**src/rtl/decode_cycle.sv**
```systemverilog
// RV32I decode stage: instruction decode, 32x32 register file with write-through,
// and the ID/EX pipeline register (cleared by reset or FlushE).
module decode_cycle #(
   parameter int unsigned NREG = 32
) (
   input  logic        clk,
   input  logic        rst,
   input  logic [31:0] InstrD,
   input  logic [31:0] PCD,
   input  logic [31:0] PCPlus4D,
   input  logic        RegWriteW,
   input  logic [4:0]  RdW,
   input  logic [31:0] ResultW,
   input  logic        FlushE,
   output logic        RegWriteE,
   output logic [1:0]  ResultSrcE,
   output logic        MemWriteE,
   output logic        JumpE,
   output logic        BranchE,
   output logic [2:0]  ALUControlE,
   output logic        ALUSrcE,
   output logic [31:0] RD1E,
   output logic [31:0] RD2E,
   output logic [31:0] ImmExtE,
   output logic [4:0]  RdE,
   output logic [4:0]  Rs1E,
   output logic [4:0]  Rs2E,
   output logic [31:0] PCE,
   output logic [31:0] PCPlus4E
);

   typedef enum logic [2:0] {ImmNone, ImmI, ImmS, ImmB, ImmJ} imm_src_e;

   typedef struct packed {
      logic        reg_write;
      logic [1:0]  result_src;
      logic        mem_write;
      logic        jump;
      logic        branch;
      logic [2:0]  alu_ctrl;
      logic        alu_src;
      logic [31:0] rd1;
      logic [31:0] rd2;
      logic [31:0] imm;
      logic [4:0]  rd;
      logic [4:0]  rs1;
      logic [4:0]  rs2;
      logic [31:0] pc;
      logic [31:0] pc_plus4;
   } idex_t;

   localparam logic [6:0] OpLoad  = 7'b0000011;
   localparam logic [6:0] OpStore = 7'b0100011;
   localparam logic [6:0] OpRtype = 7'b0110011;
   localparam logic [6:0] OpItype = 7'b0010011;
   localparam logic [6:0] OpBeq   = 7'b1100011;
   localparam logic [6:0] OpJal   = 7'b1101111;

   logic [31:0] rf [NREG];
   logic [6:0]  opcode;
   logic [2:0]  funct3;
   logic [4:0]  rs1, rs2;
   imm_src_e    imm_src;
   idex_t       idex_d, idex_q;

   assign opcode = InstrD[6:0];
   assign funct3 = InstrD[14:12];
   assign rs1    = InstrD[19:15];
   assign rs2    = InstrD[24:20];

   function automatic logic [2:0] alu_dec(input logic [2:0] f3, input logic sub);
      case (f3)
         3'b000:  alu_dec = sub ? 3'b001 : 3'b000;
         3'b111:  alu_dec = 3'b010;
         3'b110:  alu_dec = 3'b011;
         3'b010:  alu_dec = 3'b101;
         default: alu_dec = 3'b000;
      endcase
   endfunction

   always_ff @(posedge clk or negedge rst) begin
      if (!rst) begin
         for (int i = 0; i < NREG; i++) rf[i] <= '0;
      end else if (RegWriteW && (RdW != 5'd0)) begin
         rf[RdW] <= ResultW;
      end
   end

   always_comb begin
      idex_d          = '0;
      imm_src         = ImmNone;
      idex_d.rd       = InstrD[11:7];
      idex_d.rs1      = rs1;
      idex_d.rs2      = rs2;
      idex_d.pc       = PCD;
      idex_d.pc_plus4 = PCPlus4D;

      // Same-cycle writeback bypasses the array so decode sees the new value.
      if (rs1 != 5'd0) idex_d.rd1 = (RegWriteW && (RdW == rs1)) ? ResultW : rf[rs1];
      if (rs2 != 5'd0) idex_d.rd2 = (RegWriteW && (RdW == rs2)) ? ResultW : rf[rs2];

      case (opcode)
         OpLoad: begin
            idex_d.reg_write  = 1'b1;
            idex_d.alu_src    = 1'b1;
            idex_d.result_src = 2'b01;
            imm_src           = ImmI;
         end
         OpStore: begin
            idex_d.mem_write = 1'b1;
            idex_d.alu_src   = 1'b1;
            imm_src          = ImmS;
         end
         OpRtype: begin
            idex_d.reg_write = 1'b1;
            idex_d.alu_ctrl  = alu_dec(funct3, InstrD[30]);
         end
         OpItype: begin
            idex_d.reg_write = 1'b1;
            idex_d.alu_src   = 1'b1;
            idex_d.alu_ctrl  = alu_dec(funct3, 1'b0);
            imm_src          = ImmI;
         end
         OpBeq: begin
            idex_d.branch   = 1'b1;
            idex_d.alu_ctrl = 3'b001;
            imm_src         = ImmB;
         end
         OpJal: begin
            idex_d.reg_write  = 1'b1;
            idex_d.jump       = 1'b1;
            idex_d.result_src = 2'b10;
            imm_src           = ImmJ;
         end
         default: ;
      endcase

      case (imm_src)
         ImmI:    idex_d.imm = {{20{InstrD[31]}}, InstrD[31:20]};
         ImmS:    idex_d.imm = {{20{InstrD[31]}}, InstrD[31:25], InstrD[11:7]};
         ImmB:    idex_d.imm = {{19{InstrD[31]}}, InstrD[31], InstrD[7], InstrD[30:25],
                                InstrD[11:8], 1'b0};
         ImmJ:    idex_d.imm = {{11{InstrD[31]}}, InstrD[31], InstrD[19:12], InstrD[20],
                                InstrD[30:21], 1'b0};
         default: idex_d.imm = '0;
      endcase
   end

   always_ff @(posedge clk or negedge rst) begin
      if (!rst) begin
         idex_q <= '0;
      end else if (FlushE) begin
         idex_q <= '0;
      end else begin
         idex_q <= idex_d;
      end
   end

   assign RegWriteE   = idex_q.reg_write;
   assign ResultSrcE  = idex_q.result_src;
   assign MemWriteE   = idex_q.mem_write;
   assign JumpE       = idex_q.jump;
   assign BranchE     = idex_q.branch;
   assign ALUControlE = idex_q.alu_ctrl;
   assign ALUSrcE     = idex_q.alu_src;
   assign RD1E        = idex_q.rd1;
   assign RD2E        = idex_q.rd2;
   assign ImmExtE     = idex_q.imm;
   assign RdE         = idex_q.rd;
   assign Rs1E        = idex_q.rs1;
   assign Rs2E        = idex_q.rs2;
   assign PCE         = idex_q.pc;
   assign PCPlus4E    = idex_q.pc_plus4;

endmodule

```
**config.mk**
```make
export PLATFORM = sky130hd
export DESIGN_NAME = decode_cycle
export DESIGN_NICKNAME = d
export VERILOG_FILES = /design/src/rtl/decode_cycle.sv
export SDC_FILE = /design/constraint.sdc
export NUM_CORES = 2
export LEC_CHECK = 0
export ABC_AREA = 0
export ABC_CLOCK_PERIOD_IN_PS = 1870
export CORE_AREA = 2 2 331 333
export CTS_BUF_LIST = sky130_fd_sc_hd__clkbuf_4
export DETAILED_ROUTE_END_ITERATION = 16
export DIE_AREA = 0 0 333 335
export HOLD_SLACK_MARGIN = 0.15
export PLACE_DENSITY = 0.79
export SYNTH_ARGS = -nofsm -noshare
export SYNTH_HDL_FRONTEND = slang
export SYNTH_SLANG_ARGS = --single-unit
```
**constraint.sdc**
```tcl
create_clock -name clk -period 1.87 [get_ports clk]
set_clock_uncertainty 0.1 [all_clocks]
set_input_delay 0.2805 -clock clk [delete_from_list [all_inputs] [get_ports clk]]
set_output_delay 0.2805 -clock clk [all_outputs]
set_load 0.05 [all_outputs]
```
==> flow_summary.json <==
{
  "min_path_type": "in2reg",
  "period_share": 1.25,
  "synth-seq-area-share": 0.491,
  "drive_gt1_frac": 0.508,
  "synthFlopType": "dfrtp_1",
  "grt_pass1_wl_um": 316000,
  "layout.nets": 5518,
  "fin_setup_tns_ns": -64.40,
  "core_um2": 108000,
  "routed_wl_um": 215000,
  "route.detailed.drc": 0,
  "final-hold-violation-count": 0,
  "die-area_um2": 112000,
  "drv_slew": 0,
  "end_kind": "output pin",
  "ioPinCount": 322,
  "required_ns": 1.49,
  "status": "finished with violations",
  "drt_iter0_markers": 5501,
  "p_leak_nw": 35.7,
  "grt_pass1_vias": 49000,
  "syn-cell-area_um2": 61100,
  "cts_tree": "yes",
  "rows": 121,
  "slew-limit-headroom": 0.432,
  "setup_viol": 233,
  "route.antenna.remaining_nets": 0,
  "fmax_mhz": 427,
  "crit_family": "flip-flops",
  "vdd_ir_drop_max_uv": 800,
  "synth_edf_count": 0,
  "antenna_found_initial": 14,
  "worstSetupStartpointType": "flip-flop",
  "violations": "setup timing",
  "power_density_nw_per_um2": 949,
  "min_period_ns": 2.34,
  "maxCapViolCount": 0,
  "clk_latency_ns": 1.25,
  "root_buffer": "clkbuf_4",
  "grt_overflow_total": 0,
  "fp.dieH_um": 335,
  "gp_congestion": 0.947,
  "via_per_inst": 6.69,
  "grt.total_usage": 0.382,
  "clock_path_buffers": 4,
  "fp.dieW_um": 333,
  "critPathKind": "reg2out",
  "numPortBuffers": 321,
  "grt_max_degree": 74,
  "crit_top_cell": "buf_12",
  "synth.distinct_cells": 53,
  "syn_avg_cell_area_um2": 14.2,
  "design_area_um2": 77900,
  "synth-seq-cells": 1197,
  "dr.pass1.iters": 6,
  "syn_nets": 4450,
  "syn_to_final_growth_pct": 27.7,
  "timing.critical_path.buf_inv": 2,
  "yosys_warnings": 0,
  "synthCells": 4313,
  "max_slew.worst_pin.slew_ns": 0.849,
  "cts.sinks": 1197,
  "cts_made_buffers": 326,
  "routedWlPerCell_um": 30.7,
  "crit_path_cell_trace": "buf_12, buf_12",
  "power_mw": 74.0,
  "worst_ep_arrival_time_ns": 1.96,
  "cp_slowest_cell": "dfrtp_1",
  "dp_hpwl_um": 140000,
  "synthArstFlopShare": 1.00,
  "crit_fanout": 12,
  "start_util": 0.565,
  "yosysTopAreaCell": "dfrtp_1",
  "netlist.area_leader.share": 0.491,
  "route.vias.total": 46800,
  "grt_setup_unrepaired": "yes",
  "slowest_delay_ns": 0.37,
  "htreeDepth": 5,
  "path_clk_slew_ns": 0.10,
  "fin_ws_ns": -0.471,
  "synth.area.top_cells": "dfrtp_1 (49%), mux2_2 (18%), mux4_2 (12%)",
  "place_area_um2": 70900
}
-- cell usage after synthesis (3+ instances only) --
cell type,number
o221a_2,32
o22ai_1,103
nor3b_1,3
mux2_2,980
o221ai_1,6
clkbuf_1,209
or2_2,5
o21ai_0,34
buf_4,64
mux2_1,13
buf_6,24
nand2b_1,4
mux2i_1,492
buf_1,55
a211oi_1,64
inv_1,4
dfrtp_1,1197
nor4_1,3
or3_1,4
nand2_1,47
mux4_2,320
xnor2_1,6
xor2_1,4
nand3b_1,3
o211ai_1,21
nor2_1,31
nor3_1,44
nand3_1,55
and2_1,10
buf_2,119
o221a_1,13
a21oi_1,69
buf_12,4
nor2b_1,133
a22oi_1,100
a22o_1,18
-- report_power, final --
part,internal (mW),switching (mW)
sequential,30.3,3.55
clock,11.9,11.1
combinational,9.58,7.48
total,51.8,22.2
-- worst reg2reg max path, cell delays in order (launching register included) --
cell,delay [ns]
dfrtp_1,0.40
mux4_2,0.46
nor2b_1,0.16
a211oi_2,0.22
buf_4,0.16
a21oi_1,0.04
a22o_1,0.22
-- cell type report --
| class | count | area (um2) |
|---|---|---|
| clock inverter | 60 | 342 |
| fill | 6735 | 30200 |
| tap | 1414 | 1770 |
| inverter | 4 | 15.0 |
| sequential | 1197 | 30000 |
| antenna | 8 | 20.0 |
| multi-input combinational | 2635 | 29300 |
| timing repair buffer | 1217 | 13000 |
| clock buffer | 466 | 3500 |
-- path summary, 6_finish.rpt --
kind                       slack (ns)  depth (start not counted)        start              to
setup / recovery                -0.47                          2  ImmExtE[30]     ImmExtE[25]
max in group asynchronous        0.07                          7          rst         rf[960]
min in group asynchronous        0.65                          5          rst         PCE[10]
hold reg to reg                  0.30                          0     rf[1020]        rf[1020]
setup reg to reg                -0.03                          6      rf[234]        RD2E[10]
hold / removal                   0.08                          6    InstrD[3]  ALUControlE[0]
-- flip-flops by register name, indices dropped and copies added, names as in the netlist, 3 cells and up --
signal       flops
RD2E            32
ALUControlE      3
RD1E            32
ImmExtE         21
RdE              5
PCPlus4E        32
Rs1E             5
rf            1024
PCE             32
Rs2E             5
-- placed cells by master (no fill, tap or decap), types with 17 or more instances in the layout --
| cell type | netlist | layout |
|---|---|---|
| o22ai_1 | 103 | 102 |
| a22oi_1 | 100 | 98 |
| nor3_1 | 44 | 26 |
| o211ai_1 | 21 | 21 |
| buf_6 | 24 | 176 |
| a211oi_1 | 64 | 42 |
| nand2_1 | 47 | 29 |
| nand2_2 | 0 | 17 |
| a22o_1 | 18 | 18 |
| dlygate4sd3_1 | 0 | 217 |
| mux2i_1 | 492 | 486 |
| o221a_2 | 32 | 35 |
| a21oi_1 | 69 | 66 |
| nor2b_1 | 133 | 123 |
| dfrtp_1 | 1197 | 1181 |
| o21ai_0 | 34 | 34 |
| mux2_2 | 980 | 980 |
| nand3_1 | 55 | 53 |
| clkbuf_4 | 1 | 467 |
| clkdlybuf4s50_1 | 0 | 124 |
| mux4_2 | 320 | 320 |
| nor2_4 | 0 | 18 |
| a211oi_2 | 0 | 19 |
| buf_4 | 64 | 504 |
| buf_12 | 4 | 183 |
| clkinv_1 | 0 | 41 |
-- per-stage QoR --
stage / hold WS, ns / instances / util / setup slack [ns]
detailed placement: 0.0919 / 6239 / 0.655 / -0.774
global placement: 0.0953 / 6239 / 0.655 / -0.754
finish: 0.0756 / 7001 / 0.721 / -0.471
global route: 0.0404 / 7001 / 0.721 / -0.557
floorplan: -0.115 / 4313 / - / -0.0353
CTS: -0.144 / 6989 / 0.718 / -0.502
-- metal layers --
metal / track usage / share of wire / vias to the layer above / wire length, um
met5: 0 / 0.00028 / - / 60
met4: 0.196 / 0.055 / 10 / 11800
met3: 0.116 / 0.11 / 812 / 24300
met2: 0.591 / 0.46 / 3287 / 99000
met1: 0.490 / 0.37 / 24100 / 79800
li1: - / - / 18600 / -
-- cells by family (layout without fill, tap and decap cells) --
group                     count (synthesis)  after routing  share of synthesized area
AOI/OAI and AO/OA                       471            471                     0.0549
xor gates and xnor gates                 10             10                    0.00143
other                                     0              8                          0
and+or+nand+nor                         349            349                     0.0310
DFF                                    1197           1197                      0.491
muxes                                  1805           1805                      0.382
buffers and inverters                   481           1747                     0.0402
-- repair_timing --
action	CTS	global route
resized for setup	592	63
hold buffers	219	5
hold endpoints to repair	2362	42
buffers inserted	5	3
endpoints found under the setup margin	204	408
pin swaps	17	28
Note: power is estimated with default switching activity, not from simulation.
